--- src/rtl/step_pulse_pkg.sv ---
// Shared types and helpers for the step/direction pulse generator.
// Holds the channel state encoding and the period/high-time clamp rules.
package step_pulse_pkg;

  typedef enum logic [1:0] {
    ST_IDLE  = 2'd0,
    ST_SETUP = 2'd1,
    ST_HIGH  = 2'd2,
    ST_LOW   = 2'd3
  } step_state_e;

  localparam int unsigned MIN_PERIOD = 2;
  // Clamp helpers work at 32 bits; callers narrow the result to CNT_W (CNT_W <= 32).
  localparam int unsigned CLAMP_W    = 32;

  function automatic logic [CLAMP_W-1:0] clamp_period(input logic [CLAMP_W-1:0] period);
    return (period < CLAMP_W'(MIN_PERIOD)) ? CLAMP_W'(MIN_PERIOD) : period;
  endfunction

  // High time is at least one cycle and always leaves at least one low cycle.
  function automatic logic [CLAMP_W-1:0] clamp_high(input logic [CLAMP_W-1:0] high_len,
                                                    input logic [CLAMP_W-1:0] p);
    logic [CLAMP_W-1:0] h;
    h = (high_len == CLAMP_W'(0)) ? CLAMP_W'(1) : high_len;
    return (h > p - CLAMP_W'(1)) ? p - CLAMP_W'(1) : h;
  endfunction

endpackage

--- src/rtl/step_pulse_gen_mc_chan.sv ---
// One step/dir channel: IDLE -> SETUP -> (HIGH -> LOW)* -> IDLE, with a phase
// counter for the timed states and a completed-pulse counter.
module step_pulse_chan
  import step_pulse_pkg::*;
#(
  parameter int CNT_W     = 16,
  parameter int NUM_W     = 32,
  parameter int DIR_SETUP = 4
) (
  input  logic             clk,
  input  logic             rst,
  input  logic             start,
  input  logic             stop,
  input  logic             dir_in,
  input  logic             invert,
  input  logic [CNT_W-1:0] period,
  input  logic [CNT_W-1:0] high_len,
  input  logic [NUM_W-1:0] pulse_num,
  output logic             step_out,
  output logic             dir_out,
  output logic             busy,
  output logic             done,
  output logic [NUM_W-1:0] pulse_cnt
);

  localparam logic [CNT_W-1:0] SETUP_LAST = CNT_W'(DIR_SETUP - 1);

  step_state_e      state_r, state_s;
  logic [CNT_W-1:0] phase_r, phase_s;
  logic [CNT_W-1:0] p_r, p_s, h_r, h_s;
  logic [CNT_W-1:0] p_clamp_s, h_clamp_s, high_last_s, low_last_s;
  logic [NUM_W-1:0] num_r, num_s, cnt_r, cnt_s, cnt_inc_s;
  logic             inv_r, inv_s, dir_r, dir_s, pend_r, pend_s, done_s;
  logic             step_r, busy_r, done_r;

  assign p_clamp_s   = CNT_W'(clamp_period(CLAMP_W'(period)));
  assign h_clamp_s   = CNT_W'(clamp_high(CLAMP_W'(high_len), CLAMP_W'(p_clamp_s)));
  assign high_last_s = h_r - CNT_W'(1);
  assign low_last_s  = p_r - h_r - CNT_W'(1);
  assign cnt_inc_s   = cnt_r + NUM_W'(1);

  // Next-state, latched-parameter and counter logic for the channel FSM.
  always_comb begin
    state_s = state_r;
    phase_s = phase_r + CNT_W'(1);
    p_s     = p_r;
    h_s     = h_r;
    num_s   = num_r;
    inv_s   = inv_r;
    dir_s   = dir_r;
    pend_s  = pend_r;
    cnt_s   = cnt_r;
    done_s  = 1'b0;
    case (state_r)
      ST_IDLE: begin
        phase_s = CNT_W'(0);
        pend_s  = 1'b0;
        if (start && !stop) begin
          p_s     = p_clamp_s;
          h_s     = h_clamp_s;
          num_s   = pulse_num;
          inv_s   = invert;
          dir_s   = dir_in;
          cnt_s   = NUM_W'(0);
          state_s = ST_SETUP;
        end else begin
          state_s = ST_IDLE;
        end
      end
      ST_SETUP: begin
        if (stop) begin
          state_s = ST_IDLE;
          phase_s = CNT_W'(0);
          done_s  = 1'b1;
        end else if (phase_r == SETUP_LAST) begin
          state_s = ST_HIGH;
          phase_s = CNT_W'(0);
        end else begin
          state_s = ST_SETUP;
        end
      end
      ST_HIGH: begin
        pend_s = pend_r | stop;
        if (phase_r == high_last_s) begin
          state_s = ST_LOW;
          phase_s = CNT_W'(0);
        end else begin
          state_s = ST_HIGH;
        end
      end
      ST_LOW: begin
        // A stop seen anywhere in the pulse lets that pulse finish and be counted.
        pend_s = pend_r | stop;
        if (phase_r == low_last_s) begin
          cnt_s   = cnt_inc_s;
          phase_s = CNT_W'(0);
          if (pend_s || ((num_r != NUM_W'(0)) && (cnt_inc_s == num_r))) begin
            state_s = ST_IDLE;
            done_s  = 1'b1;
          end else begin
            state_s = ST_HIGH;
          end
        end else begin
          state_s = ST_LOW;
        end
      end
      default: begin
        state_s = ST_IDLE;
        phase_s = CNT_W'(0);
      end
    endcase
  end

  // State, counters and registered outputs derived from the next state.
  always_ff @(posedge clk) begin
    if (rst) begin
      state_r <= ST_IDLE;
      phase_r <= CNT_W'(0);
      p_r     <= CNT_W'(0);
      h_r     <= CNT_W'(0);
      num_r   <= NUM_W'(0);
      cnt_r   <= NUM_W'(0);
      inv_r   <= 1'b0;
      dir_r   <= 1'b0;
      pend_r  <= 1'b0;
      step_r  <= 1'b0;
      busy_r  <= 1'b0;
      done_r  <= 1'b0;
    end else begin
      state_r <= state_s;
      phase_r <= phase_s;
      p_r     <= p_s;
      h_r     <= h_s;
      num_r   <= num_s;
      cnt_r   <= cnt_s;
      inv_r   <= inv_s;
      dir_r   <= dir_s;
      pend_r  <= pend_s;
      step_r  <= (state_s == ST_HIGH) ^ inv_s;
      busy_r  <= (state_s != ST_IDLE);
      done_r  <= done_s;
    end
  end

  assign step_out  = step_r;
  assign dir_out   = dir_r;
  assign busy      = busy_r;
  assign done      = done_r;
  assign pulse_cnt = cnt_r;

endmodule

--- src/rtl/step_pulse_gen_mc.sv ---
// Multi-channel step/direction pulse generator: CHANNELS independent
// step_pulse_chan instances fed from flat, channel-sliced buses.
module step_pulse_gen_mc
  import step_pulse_pkg::*;
#(
  parameter int CHANNELS  = 2,
  parameter int CNT_W     = 16,
  parameter int NUM_W     = 32,
  parameter int DIR_SETUP = 4
) (
  input  logic                      clk,
  input  logic                      rst,
  input  logic [CHANNELS-1:0]       start,
  input  logic [CHANNELS-1:0]       stop,
  input  logic [CHANNELS-1:0]       dir_in,
  input  logic [CHANNELS-1:0]       invert,
  input  logic [CHANNELS*CNT_W-1:0] period,
  input  logic [CHANNELS*CNT_W-1:0] high_len,
  input  logic [CHANNELS*NUM_W-1:0] pulse_num,
  output logic [CHANNELS-1:0]       step_out,
  output logic [CHANNELS-1:0]       dir_out,
  output logic [CHANNELS-1:0]       busy,
  output logic [CHANNELS-1:0]       done,
  output logic [CHANNELS*NUM_W-1:0] pulse_cnt
);

  for (genvar i = 0; i < CHANNELS; i++) begin : g_chan
    step_pulse_chan #(
      .CNT_W    (CNT_W),
      .NUM_W    (NUM_W),
      .DIR_SETUP(DIR_SETUP)
    ) u_chan (
      .clk      (clk),
      .rst      (rst),
      .start    (start[i]),
      .stop     (stop[i]),
      .dir_in   (dir_in[i]),
      .invert   (invert[i]),
      .period   (period[i*CNT_W +: CNT_W]),
      .high_len (high_len[i*CNT_W +: CNT_W]),
      .pulse_num(pulse_num[i*NUM_W +: NUM_W]),
      .step_out (step_out[i]),
      .dir_out  (dir_out[i]),
      .busy     (busy[i]),
      .done     (done[i]),
      .pulse_cnt(pulse_cnt[i*NUM_W +: NUM_W])
    );
  end

endmodule

--- config.mk ---
export PLATFORM = sky130hd
export DESIGN_NAME = step_pulse_gen_mc
export DESIGN_NICKNAME = d
export VERILOG_FILES = /design/src/rtl/step_pulse_pkg.sv /design/src/rtl/step_pulse_gen_mc_chan.sv /design/src/rtl/step_pulse_gen_mc.sv
export SDC_FILE = /design/constraint.sdc
export NUM_CORES = 1
export LEC_CHECK = 0
export ABC_CLOCK_PERIOD_IN_PS = 15900
export BUFFER_PORTS_ARGS = -buffer_cell sky130_fd_sc_hd__buf_2
export CAP_MARGIN = 15
export CORE_ASPECT_RATIO = 1.5
export CORE_MARGIN = 2
export CORE_UTILIZATION = 45
export CTS_BUF_LIST = sky130_fd_sc_hd__clkbuf_2 sky130_fd_sc_hd__clkbuf_4 sky130_fd_sc_hd__clkbuf_8
export CTS_CLUSTER_SIZE = 8
export DETAILED_ROUTE_END_ITERATION = 8
export HOLD_SLACK_MARGIN = 0.05
export MAX_ROUTING_LAYER = met4
export PLACE_DENSITY = 0.62
export SLEW_MARGIN = 20
export SYNTH_ARGS = -nofsm -noshare
export SYNTH_HDL_FRONTEND = slang
export SYNTH_SLANG_ARGS = --single-unit
--- constraint.sdc ---
create_clock -name clk -period 15.9 [get_ports clk]
set_clock_uncertainty 0.05 [all_clocks]
set_input_delay 3.18 -clock clk [delete_from_list [all_inputs] [get_ports clk]]
set_output_delay 3.18 -clock clk [all_outputs]
set_load 0.05 [all_outputs]
# Word level (Yosys, flattened, before mapping)
# Index checks and enable logic that the tools add are counted.
dict set report totals {
  register_bits 240
  latch_bits 0
  ram_bits 0
  rom_bits 0
  in_bits 138
  mem_count 0
}
dict set report classes {
  addsub 12
  mul 0
  div_mod_pow 0
  order_cmp 4
  n_eq_ne 20
  shifts 0
  n_mux 50
  bitwise 4
  reduce_logical 26
}
# op count
set op_table {}
lappend op_table {{16-bit 2-to-1 mux} 14}
lappend op_table {{32-bit 2-to-1 mux} 4}
lappend op_table {{16-bit one-hot mux with 4 select lines} 2}
lappend op_table {{32-bit one-hot mux with 2 select lines} 2}
lappend op_table {{32-bit by 1-bit adder with 32-bit output, second input constant} 2}
lappend op_table {{16-bit equality test} 4}
lappend op_table {{32-bit equality test} 2}
lappend op_table {{16-bit by 32-bit > comparator with 1-bit output} 2}
lappend op_table {{32-bit nonzero test} 2}
lappend op_table {{16-bit by 1-bit subtractor with 16-bit output, second input constant} 4}
lappend op_table {{16-bit by 1-bit subtractor with 17-bit output, second input constant} 2}
lappend op_table {{16-bit by 1-bit adder with 16-bit output, second input constant} 2}
lappend op_table {{16-bit by 2-bit equality test with 1-bit output, second input constant} 2}
lappend op_table {{16-bit logical NOT} 2}
lappend op_table {{16-bit by 2-bit < comparator with 1-bit output, second input constant} 2}
lappend op_table {{16-bit subtractor} 2}
lappend op_table {{2-bit 2-to-1 mux} 8}
lappend op_table {{2-bit one-hot mux with 4 select lines} 2}
lappend op_table {{1-bit 2-to-1 mux} 14}
lappend op_table {{2-bit equality test, second input constant} 6}
lappend op_table {{2-bit nonzero test} 6}
lappend op_table {{2-bit by 1-bit inequality test with 1-bit output, second input constant} 4}
lappend op_table {{1-bit one-hot mux with 2 select lines} 4}
lappend op_table {{3-bit AND reduction} 2}
lappend op_table {{9 further kinds} 20}

# Longest topological paths before layout
# Gate-level depths: netlist of run 1.
dict set report logic_depth {
  word_depth 9
  depth_mapped 22
}

# Cells and area by module
# Synthesis of run 1 repeated with hierarchy kept, for this count alone.
dict set report hier_totals {
  cells_unflattened 2320
  hier_area_um2 17159.0
}
# mod n_inst cells_each area_each_um2 seq_area_each_um2
set modules_own_cells {}
lappend modules_own_cells {{step_pulse_chan (g_chan[1].u_chan)} 1 1175 8625.8 2402.3}
lappend modules_own_cells {{step_pulse_chan (g_chan[0].u_chan)} 1 1145 8533.2 2402.3}

# Worst setup path before layout of run 1
# No wires, ideal clock.
dict set report synth_path {
  kind {input -> register}
  startpoint {input port period[4]}
  endpoint {register g_chan[0].u_chan.h_r[13]}
  setup_ps 106
  arrival_time_ps 7627
  required_time_ps 15744
  setup_slack_ps 8117
  stages 20
  path_buffers 2
  path_cell_list {or3_1 > or3_1 > o41ai_1 > ha_1 > nand2b_1 > or3_1 > or2_2 > nor2_1 > xnor2_1 > ha_1 > a21o_1 > a21o_1 > a21oi_1 > o21ai_0 > a211oi_1 > a21o_1 > clkbuf_1 > clkbuf_1 > nand4b_1 > o311ai_0}
}
dict set report synth_between {
  elab_chain_len 5
}
# element line_no
set synth_lines {}
lappend synth_lines {{start: declaration} step_pulse_gen_mc.sv:17} ;# input logic [CHANNELS*CNT_W-1:0] period,
lappend synth_lines {{16-bit by 2-bit < comparator with 1-bit output} step_pulse_pkg.sv:17} ;# return (period < CLAMP_W'(MIN_PERIOD)) ? CLAMP_W'(MIN_PERIOD) : period;
lappend synth_lines {{16-bit 2-to-1 mux (*)} step_pulse_pkg.sv:17}
lappend synth_lines {{16-bit by 1-bit subtractor with 17-bit output (*)} step_pulse_pkg.sv:25} ;# return (h > p - CLAMP_W'(1)) ? p - CLAMP_W'(1) : h;
lappend synth_lines {{16-bit by 32-bit > comparator with 1-bit output} step_pulse_pkg.sv:25}
lappend synth_lines {{16-bit 2-to-1 mux (*)} step_pulse_pkg.sv:25}
lappend synth_lines {{end signal: assignment} step_pulse_gen_mc_chan.sv:133} ;# h_r <= h_s;
lappend synth_lines {{end: declaration} step_pulse_gen_mc_chan.sv:30} ;# logic [CNT_W-1:0] p_r, p_s, h_r, h_s;
# Mark *: on every way between the ends. The rest lies on a longest branch, timed or not.
# A chain may end at the register's enable or synchronous reset.

# Worst setup path after layout of run 1
dict set report layout_path {
  startpoint {input port period[4]}
  endpoint {register g_chan[0].u_chan.h_r[4]}
}
# The elaborated chain is that of the path after synthesis.

==> results of run 1 <==
state kept, by name, indices dropped and copies added (netlist names):
signal                   flops
g_chan.u_chan.num_r         64
g_chan.u_chan.pulse_cnt     64
g_chan.u_chan.h_r           32
g_chan.u_chan.p_r           32
g_chan.u_chan.phase_r       32
g_chan.u_chan.state_r        4
g_chan.u_chan.busy           2
g_chan.u_chan.dir_out        2
g_chan.u_chan.done           2
g_chan.u_chan.inv_r          2
g_chan.u_chan.pend_r         2
g_chan.u_chan.step_out       2
cell families (layout without fill, tap and decap cells):
kind of cell             after synthesis  after routing
XOR/XNOR                             202            202
adder cells (fa/ha/maj)               82             82
buffers and inverters                271            378
other                                  0              2
flip-flops                           240            240
multiplexers                          22             22
AO/OA/AOI/OAI                        586            586
AND/OR/NAND/NOR                      948            948
worst max path at each step:
stage          startpoint                        to
2_1_floorplan   period[4]  g_chan[0].u_chan.h_r[13]
3_3_place_gp    period[4]  g_chan[0].u_chan.h_r[14]
3_5_place_dp    period[4]   g_chan[0].u_chan.h_r[4]
4_1_cts         period[4]   g_chan[0].u_chan.h_r[4]
5_1_grt         period[4]  g_chan[0].u_chan.h_r[14]
6_report        period[4]   g_chan[0].u_chan.h_r[4]
per-layer routing:
metal	global-route usage (%)	vias to the layer above	share of wire [%]
met2	51.6	523	52
li1	-	8663	-
met4	12.0	0	4.4
met1	30.9	8523	40
met5	-	-	0
met3	3.07	166	4.2
layout by cell type, fill, tap and decap left out, types with 61 or more instances in the layout:
cell / netlist / layout
ha_1: 80 / 80
buf_2: 19 / 208
xor2_1: 84 / 84
inv_1: 79 / 78
nor2_1: 138 / 137
o21ai_0: 88 / 88
nand3_1: 61 / 61
a21oi_1: 219 / 219
nand2_1: 311 / 311
dfxtp_1: 240 / 240
xnor2_1: 114 / 114
per-stage QoR:
step	hold WS, ps	worst slack, ps	total power [mW]	cells	cell area [um^2]
after floorplan	387	8120	0.906	2351	17700
after global placement	391	7420	1.01	2880	18700
after detailed placement	402	7290	1.01	2880	18700
after CTS	410	7870	1.66	2953	19700
after global routing	423	7410	1.72	2955	19700
final	407	7850	1.64	2955	19700
where the power goes:
part	switching (mW)	leakage [nW]	internal [mW]
registers	0.0221	1.95	0.621
clock network	0.271	0.495	0.370
logic	0.213	5.14	0.145
worst max-delay path, delay by kind of cell:
kind,cells,cell delay [ps]
AO/OA/AOI/OAI,8,2380
AND/OR/NAND/NOR,7,2020
adder cells (fa/ha/maj),2,580
buffers and inverters,1,120
XOR/XNOR,1,110
area by class of cell:
cell class | count | area [um^2] | area share, %
Sequential cell | 240 | 4800 | 24.4
Timing Repair Buffer | 226 | 1180 | 6.00
Clock buffer | 68 | 848 | 4.31
Clock inverter | 5 | 85.1 | 0.432
Multi-Input combinational cell | 1840 | 11800 | 60.2
Tap cell | 495 | 619 | 3.15
Antenna cell | 2 | 5.00 | 0.0254
Inverter | 79 | 297 | 1.51
==> results.yml, run 1 <==
run_status:
  status: "finished clean"
routing:
  viasPerCell: 6.05
  wl_um: 57800
  vias: 17900
  drt_pass1_iterations: 5
  drcViolationCount: 0
  drtIter0Drc: 992
  postRouteAntennaNets: 0
  wire_per_inst_um: 19.6
synthesis:
  syn_inst: 2351
  synth_warnings: 0
  syn_area_per_cell_um2: 7.52
  synth_most_common_cell: "nand2_1"
  async_reset_ff_share_pct: 0
  synth-xor-area-share_pct: 10.3
  synth_cell_types: 81
  synth_top_family_by_area: "simple AND/OR/NAND/NOR gates"
  yosysSeqAreaShare_pct: 27.2
  synth_area_mm2: 0.0177
  synth_edf_count: 0
  synth_top_area_share_pct: 27.2
  yosysTopAreaCell: "dfxtp_1"
  synth_ff_type: "dfxtp_1"
  synth_seq_cells: 240
  synthAdderAreaFrac_pct: 5.89
  synth_nets: 2571
  synth_compound_area_share_pct: 21.4
  synth_mux_area_share_pct: 1.35
  yosys-top-cells-count: "311 x nand2_1, 240 x dfxtp_1, 219 x a21oi_1"
  synthSimpleGateAreaFrac_pct: 27.8
  synthTopCellsByArea: "dfxtp_1 27%, nand2_1 6.6%, a21oi_1 6.2%"
clock_tree:
  cts-root-buf: "clkbuf_8"
  clk_latency_ps: 590
  cts_tree: "yes"
  hold_buffers: 0
  htree_levels: 2
  cts.clk_slew.worst_paths_ps: 60
  postCtsSetupRepairBufs: 0
  clk_path_buf_depth: 3
  cts_buffers: 42
  cts_resized: 0
  cts_sinks: 240
critical_path:
  crit_chain: "buf_2, or3_1, or3_1, o41ai_1, ha_1, nand2b_1, or3_1, or2_2, nor2_1, xnor2_1, ha_1, a21o_1, a21o_1, a21oi_1, o21ai_0, a211oi_1, a21o_1, or3_1, o311ai_0"
  ff2ff_path_depth: 10
  slowest_delay_ps: 700
  r2r_end: "g_chan[0].u_chan.step_out"
  cp_slowest_cell: "o41ai_1"
  crit_type: "in2reg"
  endpoint_kind: "flop"
  required_ps: 16260
  path_common_cell: "or3_1"
  path_max_fanout: 28
  critPathLaunchType: "primary input"
  rrSetupSlack_ps: 11500
  r2r-start: "g_chan[0].u_chan.pulse_cnt[0]"
  worstPathArrival_ps: 8420
timing:
  maxSlewViolCount: 0
  layout_worst_path_cycle_share_pct: 50.7
  final.setup.tns_ps: 0
  hold_viol_final: 0
  fin_crit_ps: 8050
  setup_violations: 0
  tightest_slew_ps: 987
  max_slew_margin_pct: 33.8
  timing.fmax_ghz: 0.124
  rsz0062_at_grt: "no"
die:
  die_w_um: 166
  die_area_mm2: 0.0409
  ios: 210
  coreArea_mm2: 0.0386
  die_h_um: 247
  initial_core_util_pct: 45.7
  fp-row-count: 88
finish:
  finish.net_count: 2649
  utilization_pct: 50.9
  drive_gt1_share_pct: 13.7
  fill_cells: 3865
  syn_to_final_growth_pct: 11.4
grt:
  grt_usage_pct: 28.2
  grt-ovfl-total: 0
  antenna_found_initial: 2
  grt_pass1_vias: 17100
  grt_pass1_wl_um: 91700
  grt_max_degree: 83
flow_run:
  cap_violations: 0
pwr:
  powerDensity_mw_per_mm2: 83.4
  ir_worst_vdd_v: 0.0000679
  leakage_nw: 7.58
min_path:
  hold_end: "g_chan[0].u_chan.p_r[14]"
  hold_path_class: "reg2reg"
  min-delay-start: "g_chan[0].u_chan.p_r[14]"
  hold_depth: 2
placed_design:
  port_buffers: 209
  gp_congestion: 0.942
  hpwl_um: 43800
Power figures use the tool's default switching activity.
==> run 2, diff against run 1 <==
--- a/config.mk
+++ b/config.mk
@@ -5,7 +5,7 @@
 export SDC_FILE = /design/constraint.sdc
 export NUM_CORES = 1
 export LEC_CHECK = 0
-export ABC_CLOCK_PERIOD_IN_PS = 15900
+export ABC_CLOCK_PERIOD_IN_PS = 7570
 export BUFFER_PORTS_ARGS = -buffer_cell sky130_fd_sc_hd__buf_2
 export CAP_MARGIN = 15
 export CORE_ASPECT_RATIO = 1.5
==> constraint.sdc (replaced) <==
create_clock -name clk -period 7.57 [get_ports clk]
set_clock_uncertainty 0.05 [all_clocks]
set_input_delay 1.514 -clock clk [delete_from_list [all_inputs] [get_ports clk]]
set_output_delay 1.514 -clock clk [all_outputs]
set_load 0.05 [all_outputs]
==> run 2 against run 1 <==
  * Sequential power up 110%
  * Highest routed layer unchanged
  * Register-to-register slack worse by 8500 ps
  * Worst setup slack worse by 6700 ps
  * Non-clock buffer count down 1
  * Die area unchanged
  * Largest power group is now clock
==> results.yml, run 2 (synthesized netlist as in run 1, its figures left out) <==
critical_path:
  r2r-start: "g_chan[0].u_chan.pulse_cnt[0]"
  path_max_fanout: 28
  r2r_end: "g_chan[0].u_chan.step_out"
  ff2ff_path_depth: 10
  critPathLaunchType: "primary input"
  crit_type: "in2reg"
  worstPathArrival_ps: 6800
  endpoint_kind: "flop"
  required_ps: 7950
  crit_end: "g_chan[0].u_chan.h_r[12]"
  critPathLaunch: "period[4]"
  rrSetupSlack_ps: 2990
timing:
  tightest_slew_ps: 1080
  layout_worst_path_cycle_share_pct: 84.8
  hold_viol_final: 0
  maxSlewViolCount: 0
  fin_crit_ps: 6420
  timing.fmax_ghz: 0.156
  worst_slack_ps: 1150
  rsz0062_at_grt: "no"
  final.setup.tns_ps: 0
  setup_violations: 0
  max_slew_margin_pct: 27.8
run_status:
  status: "finished clean"
die:
  die_h_um: 247
  die_w_um: 166
  fp-row-count: 88
  ios: 210
  coreArea_mm2: 0.0386
  die_area_mm2: 0.0409
  initial_core_util_pct: 45.7
finish:
  final_common_cell: "nand2_1"
  utilization_pct: 50.9
  seq_area_mm2: 0.00480
  fill_cells: 3882
  drive_gt1_share_pct: 13.7
  multi_input_area_mm2: 0.0118
  layout_common_cells: "311 x nand2_1, 240 x dfxtp_1, 219 x a21oi_1, 208 x buf_2, 137 x nor2_1"
  syn_to_final_growth_pct: 11.3
  finish.net_count: 2648
clock_tree:
  cts_sinks: 240
  htree_levels: 2
  cts_tree: "yes"
  cts_resized: 0
  postCtsSetupRepairBufs: 0
  cts-root-buf: "clkbuf_8"
  clk_path_buf_depth: 3
  clk_latency_ps: 600
  cts.clk_slew.worst_paths_ps: 60
  cts_buffers: 42
  hold_buffers: 0
routing:
  wire_per_inst_um: 19.5
  vias: 17900
  drtIter0Drc: 1066
  postRouteAntennaNets: 0
  drcViolationCount: 0
  wl_um: 57600
  drt_pass1_iterations: 6
  viasPerCell: 6.05
pwr:
  leakage_nw: 7.58
  ir_worst_vdd_v: 0.000116
  powerDensity_mw_per_mm2: 176
placed_design:
  dp_worst_setup_slack_ps: 549
  gp_congestion: 0.941
  port_buffers: 209
  hpwl_um: 43200
grt:
  grt_pass1_vias: 17400
  grt_max_degree: 89
  antenna_found_initial: 2
  grt_pass1_wl_um: 91800
  grt_usage_pct: 28.0
  grt-ovfl-total: 0
min_path:
  hold_path_class: "reg2reg"
flow_run:
  cap_violations: 0
run 2: cell types whose count changed in the layout (fill, tap and decap cells not counted), sizes merged:
cell,previous run,this run
clkinv,2,5
clkinvlp,0,1
clkbuf,68,66
buf,226,225
run 2: worst max-delay path: stages:
cell and delay (ps):
buf_2 120, or3_1 460, or3_1 390, o41ai_1 740, ha_1 390, nand2b_1 90, or3_1 380, or2_2 340
nor2_1 120, xnor2_1 100, ha_1 190, a21o_1 180, a21o_1 180, a21oi_1 150, o21ai_0 130, a211oi_1 300
a21o_1 690, or3_1 200, o311ai_0 130
run 2: final cells by class:
| class | count | area share [%] |
|---|---|---|
| inverters | 79 | 1.51 |
| multi-input cells | 1840 | 60.1 |
| flip-flops and latches | 240 | 24.4 |
| repair buffers | 225 | 5.96 |
| well taps | 495 | 3.15 |
| diodes | 2 | 0.0254 |
| clock buffers | 66 | 4.24 |
| clock inverters | 9 | 0.585 |
run 2: worst min-delay path by stage:
stage,from,endpoint,slack [ps],depth (start not counted)
after floorplan,g_chan[0].u_chan.dir_out,g_chan[0].u_chan.dir_out,390,2
after global placement,g_chan[1].u_chan.dir_out,g_chan[1].u_chan.dir_out,390,2
after detailed placement,g_chan[1].u_chan.dir_out,g_chan[1].u_chan.dir_out,400,2
after CTS,g_chan[1].u_chan.dir_out,g_chan[1].u_chan.dir_out,410,2
after global routing,g_chan[0].u_chan.p_r[14],g_chan[0].u_chan.p_r[14],440,2
final,g_chan[1].u_chan.dir_out,g_chan[1].u_chan.dir_out,410,2
run 2: metal layers:
layer,track usage [%],wire length (um)
met1,31.3,23000
met2,49.2,29000
met3,3.65,2740
met4,13.9,2870
met5,-,0
run 2: stage by stage:
step / hold slack (ps) / cells / power (mW) / instance area, um^2
2_1_floorplan: 387 / 2351 / 1.90 / 17700
3_3_place_gp: 390 / 2879 / 2.11 / 18700
3_5_place_dp: 401 / 2879 / 2.12 / 18700
4_1_cts: 409 / 2954 / 3.48 / 19700
5_1_grt: 437 / 2956 / 3.63 / 19700
6_report: 407 / 2956 / 3.46 / 19700
run 2: power by group:
part / internal (mW) / switching (mW) / leakage (nW)
Combinational: 0.305 / 0.445 / 5.13
Sequential: 1.31 / 0.0466 / 1.95
Clock: 0.772 / 0.584 / 0.500
Total: 2.38 / 1.08 / 7.58
==> run 3, diff against run 2 <==
--- a/config.mk
+++ b/config.mk
@@ -5,7 +5,8 @@
 export SDC_FILE = /design/constraint.sdc
 export NUM_CORES = 1
 export LEC_CHECK = 0
-export ABC_CLOCK_PERIOD_IN_PS = 7570
+export ABC_AREA = 1
+export ABC_CLOCK_PERIOD_IN_PS = 5650
 export BUFFER_PORTS_ARGS = -buffer_cell sky130_fd_sc_hd__buf_2
 export CAP_MARGIN = 15
 export CORE_ASPECT_RATIO = 1.5
@@ -16,7 +17,7 @@
 export DETAILED_ROUTE_END_ITERATION = 8
 export HOLD_SLACK_MARGIN = 0.05
 export MAX_ROUTING_LAYER = met4
-export PLACE_DENSITY = 0.62
+export PLACE_DENSITY = 0.65
 export SLEW_MARGIN = 20
 export SYNTH_ARGS = -nofsm -noshare
 export SYNTH_HDL_FRONTEND = slang
==> constraint.sdc (replaced) <==
create_clock -name clk -period 5.65 [get_ports clk]
set_clock_uncertainty 0.05 [all_clocks]
set_input_delay 1.13 -clock clk [delete_from_list [all_inputs] [get_ports clk]]
set_output_delay 1.13 -clock clk [all_outputs]
set_load 0.05 [all_outputs]
==> run 3 against run 2 <==
  * Total power is 50% higher
  * Design area is 1.1% higher
  * Worst setup slack worse by 59 ps
  * Combinational power is 98% higher
  * Register-to-register slack worse by 1300 ps
  * Wire length is 5.5% higher
  * Sequential share of layout area is 0.26 points lower
  * Area after synthesis is 0.34% higher
  * Sequential power is 44% higher
  * Non-clock buffer count is 3 lower
  * First-iteration DRC count is 6.7% higher
  * Largest cell class unchanged
==> results.yml, run 3 <==
placed_design:
  hpwl_um: 48000
  port_buffers: 209
  placed_area_mm2: 0.0190
  gp_congestion: 0.949
  dp_worst_setup_slack_ps: 549
timing:
  maxSlewViolCount: 0
  final.setup.tns_ps: 0
  worst_slack_ps: 1090
  setup_violations: 0
  hold_viol_final: 0
  timing.fmax_ghz: 0.219
  max_slew_margin_pct: 31.0
  layout_worst_path_cycle_share_pct: 80.7
  holdWs_ps: 416
  rsz0062_at_grt: "no"
  fin_crit_ps: 4560
  tightest_slew_ps: 1030
synthesis:
  yosys-top-cells-count: "672 x nand2_1, 388 x nor2_1, 318 x inv_1"
  synth_top_area_share_pct: 27.1
  synth_edf_count: 0
  synth_warnings: 0
  synth_nets: 3052
  synth_seq_cells: 240
  synth_area_mm2: 0.0177
  syn_inst: 2832
  synth_cell_types: 50
  synth_most_common_cell: "nand2_1"
  synth_ff_type: "dfxtp_1"
  async_reset_ff_share_pct: 0
  yosysSeqAreaShare_pct: 27.1
  syn_area_per_cell_um2: 6.26
  synthTopCellsByArea: "dfxtp_1 27%, nand2_1 14%, nor2_1 8.2%"
  yosysTopAreaCell: "dfxtp_1"
pwr:
  p_int_mw: 3.29
  pwr-share-seq_pct: 37.7
  powerDensity_mw_per_mm2: 260
  leakage_nw: 9.19
  p_sw_mw: 1.88
  combPwrFrac_pct: 28.7
  ir_worst_vdd_v: 0.000153
  swShare_pct: 36.4
  clkPwrFrac_pct: 33.6
routing:
  vias: 18600
  drcViolationCount: 0
  m1WireLength_um: 22100
  postRouteAntennaNets: 0
  wl_um: 60800
  wl_met3_um: 2680
  drtIter0Drc: 1137
  viasPerCell: 5.30
  drt_pass1_iterations: 6
  top_layer: "met4"
  wire_per_inst_um: 17.3
  routed-wl-met2_um: 31800
grt:
  grt_max_degree: 137
  grt_pass1_vias: 18400
  grt_usage_pct: 30.0
  grt-ovfl-total: 0
  antenna_found_initial: 4
  grt_pass1_wl_um: 95500
critical_path:
  crit_end: "g_chan[1].u_chan.h_r[15]"
  endpoint_kind: "flop"
  worstPathArrival_ps: 5000
  r2r_end: "g_chan[0].u_chan.pulse_cnt[13]"
  critPathLaunchType: "primary input"
  ff2ff_path_depth: 21
  path_max_fanout: 32
  crit_type: "in2reg"
  r2r-start: "g_chan[0].u_chan.h_r[0]"
  critPathLaunch: "period[31]"
  rrSetupSlack_ps: 1680
  required_ps: 6090
die:
  initial_core_util_pct: 45.4
  die_area_mm2: 0.0410
  ios: 210
  fp-row-count: 89
  die_w_um: 166
  coreArea_mm2: 0.0391
  die_h_um: 247
finish:
  seq_area_mm2: 0.00480
  drive_gt1_share_pct: 12.2
  fin_area_mm2: 0.0199
  syn_to_final_growth_pct: 12.2
  multi_input_area_mm2: 0.0112
  finish.net_count: 3195
  final_common_cell: "nand2_1"
  layout_common_cells: "672 x nand2_1, 386 x nor2_1, 318 x inv_1, 240 x dfxtp_1, 225 x nand3_1"
  fill_cells: 4125
min_path:
  hold_path_class: "reg2reg"
clock_tree:
  cts_buffers: 42
  clk_latency_ps: 580
  cts_tree: "yes"
  cts.clk_slew.worst_paths_ps: 60
  cts-root-buf: "clkbuf_8"
  cts_resized: 0
  hold_buffers: 0
  cts_sinks: 240
  postCtsSetupRepairBufs: 0
  clk_path_buf_depth: 3
  htree_levels: 2
flow_run:
  cap_violations: 0
run_status:
  status: "finished clean"
run 3: layout make-up:
type                            instances  area share, %
Antenna cell                            4         0.0503
Clock buffer                           66           4.19
Clock inverter                          4          0.245
Inverter                              330           6.25
Multi-Input combinational cell       2139           56.2
Sequential cell                       240           24.2
Tap cell                              500           3.15
Timing Repair Buffer                  222           5.81
run 3: power by group through the flow:
stage | registers (mW) | clock network [mW] | logic [mW]
finish | 1.95 | 1.74 | 1.48
CTS | 1.95 | 1.78 | 1.48
floorplan | 2.07 | 0 | 0.970
global placement | 1.98 | 0 | 1.46
global route | 1.96 | 1.84 | 1.67
detailed placement | 1.98 | 0 | 1.48
run 3: metal layers:
| layer | up-vias | GRT usage (%) |
|---|---|---|
| met1 | 8469 | 29.2 |
| li1 | 9401 | - |
| met4 | 0 | 18.9 |
| met5 | - | - |
| met2 | 526 | 56.2 |
| met3 | 196 | 3.63 |
run 3: critical path, stage by stage:
cell and delay [ps]:
buf_2 110, nor2_1 190, nand3_1 100, nor2_1 120, nand4_1 100, nand2_1 170
ha_1 220, nand2_1 90, nor2_1 150, nand3_1 160, nor4_2 340, nand2_1 140
nor2_2 150, xor2_1 170, inv_1 80, ha_1 300, nand4_1 100, a31o_2 230
nand4_1 70, nand2_1 80, a21oi_2 100, buf_4 290, or2_2 160, nand3_1 80
a21oi_1 130
run 3: how the worst min path moves through the flow:
stage                            start                       to  slack, ps  cells after the start
3_3_place_gp   g_chan[0].u_chan.h_r[0]  g_chan[0].u_chan.h_r[0]        410                      2
6_report       g_chan[1].u_chan.h_r[0]  g_chan[1].u_chan.h_r[0]        420                      2
4_1_cts        g_chan[1].u_chan.h_r[0]  g_chan[1].u_chan.h_r[0]        420                      2
3_5_place_dp   g_chan[1].u_chan.h_r[0]  g_chan[1].u_chan.h_r[0]        410                      2
2_1_floorplan  g_chan[0].u_chan.h_r[0]  g_chan[0].u_chan.h_r[0]        400                      2
5_1_grt        g_chan[0].u_chan.h_r[0]  g_chan[0].u_chan.h_r[0]        430                      2
run 3: through the flow:
step           cells  power [mW]  util [%]
6_report        3505        5.17      50.9
4_1_cts         3501        5.21      50.9
2_1_floorplan   2832        3.04         -
3_3_place_gp    3431        3.44      48.6
3_5_place_dp    3431        3.46      48.6
5_1_grt         3505        5.47      50.9
run 3: kinds of logic (layout without fill, tap and decap cells):
group                    after synthesis  in the layout  synth area share (%)
flip-flops                           240            240                  27.1
buffers and inverters                453            622                  10.0
multiplexers                           2              2                 0.113
AND/OR/NAND/NOR                     1458           1458                  35.4
XOR/XNOR                             152            152                  8.17
adder cells (fa/ha/maj)               82             82                  5.87
other                                  0              4                     0
AO/OA/AOI/OAI                        445            445                  13.3
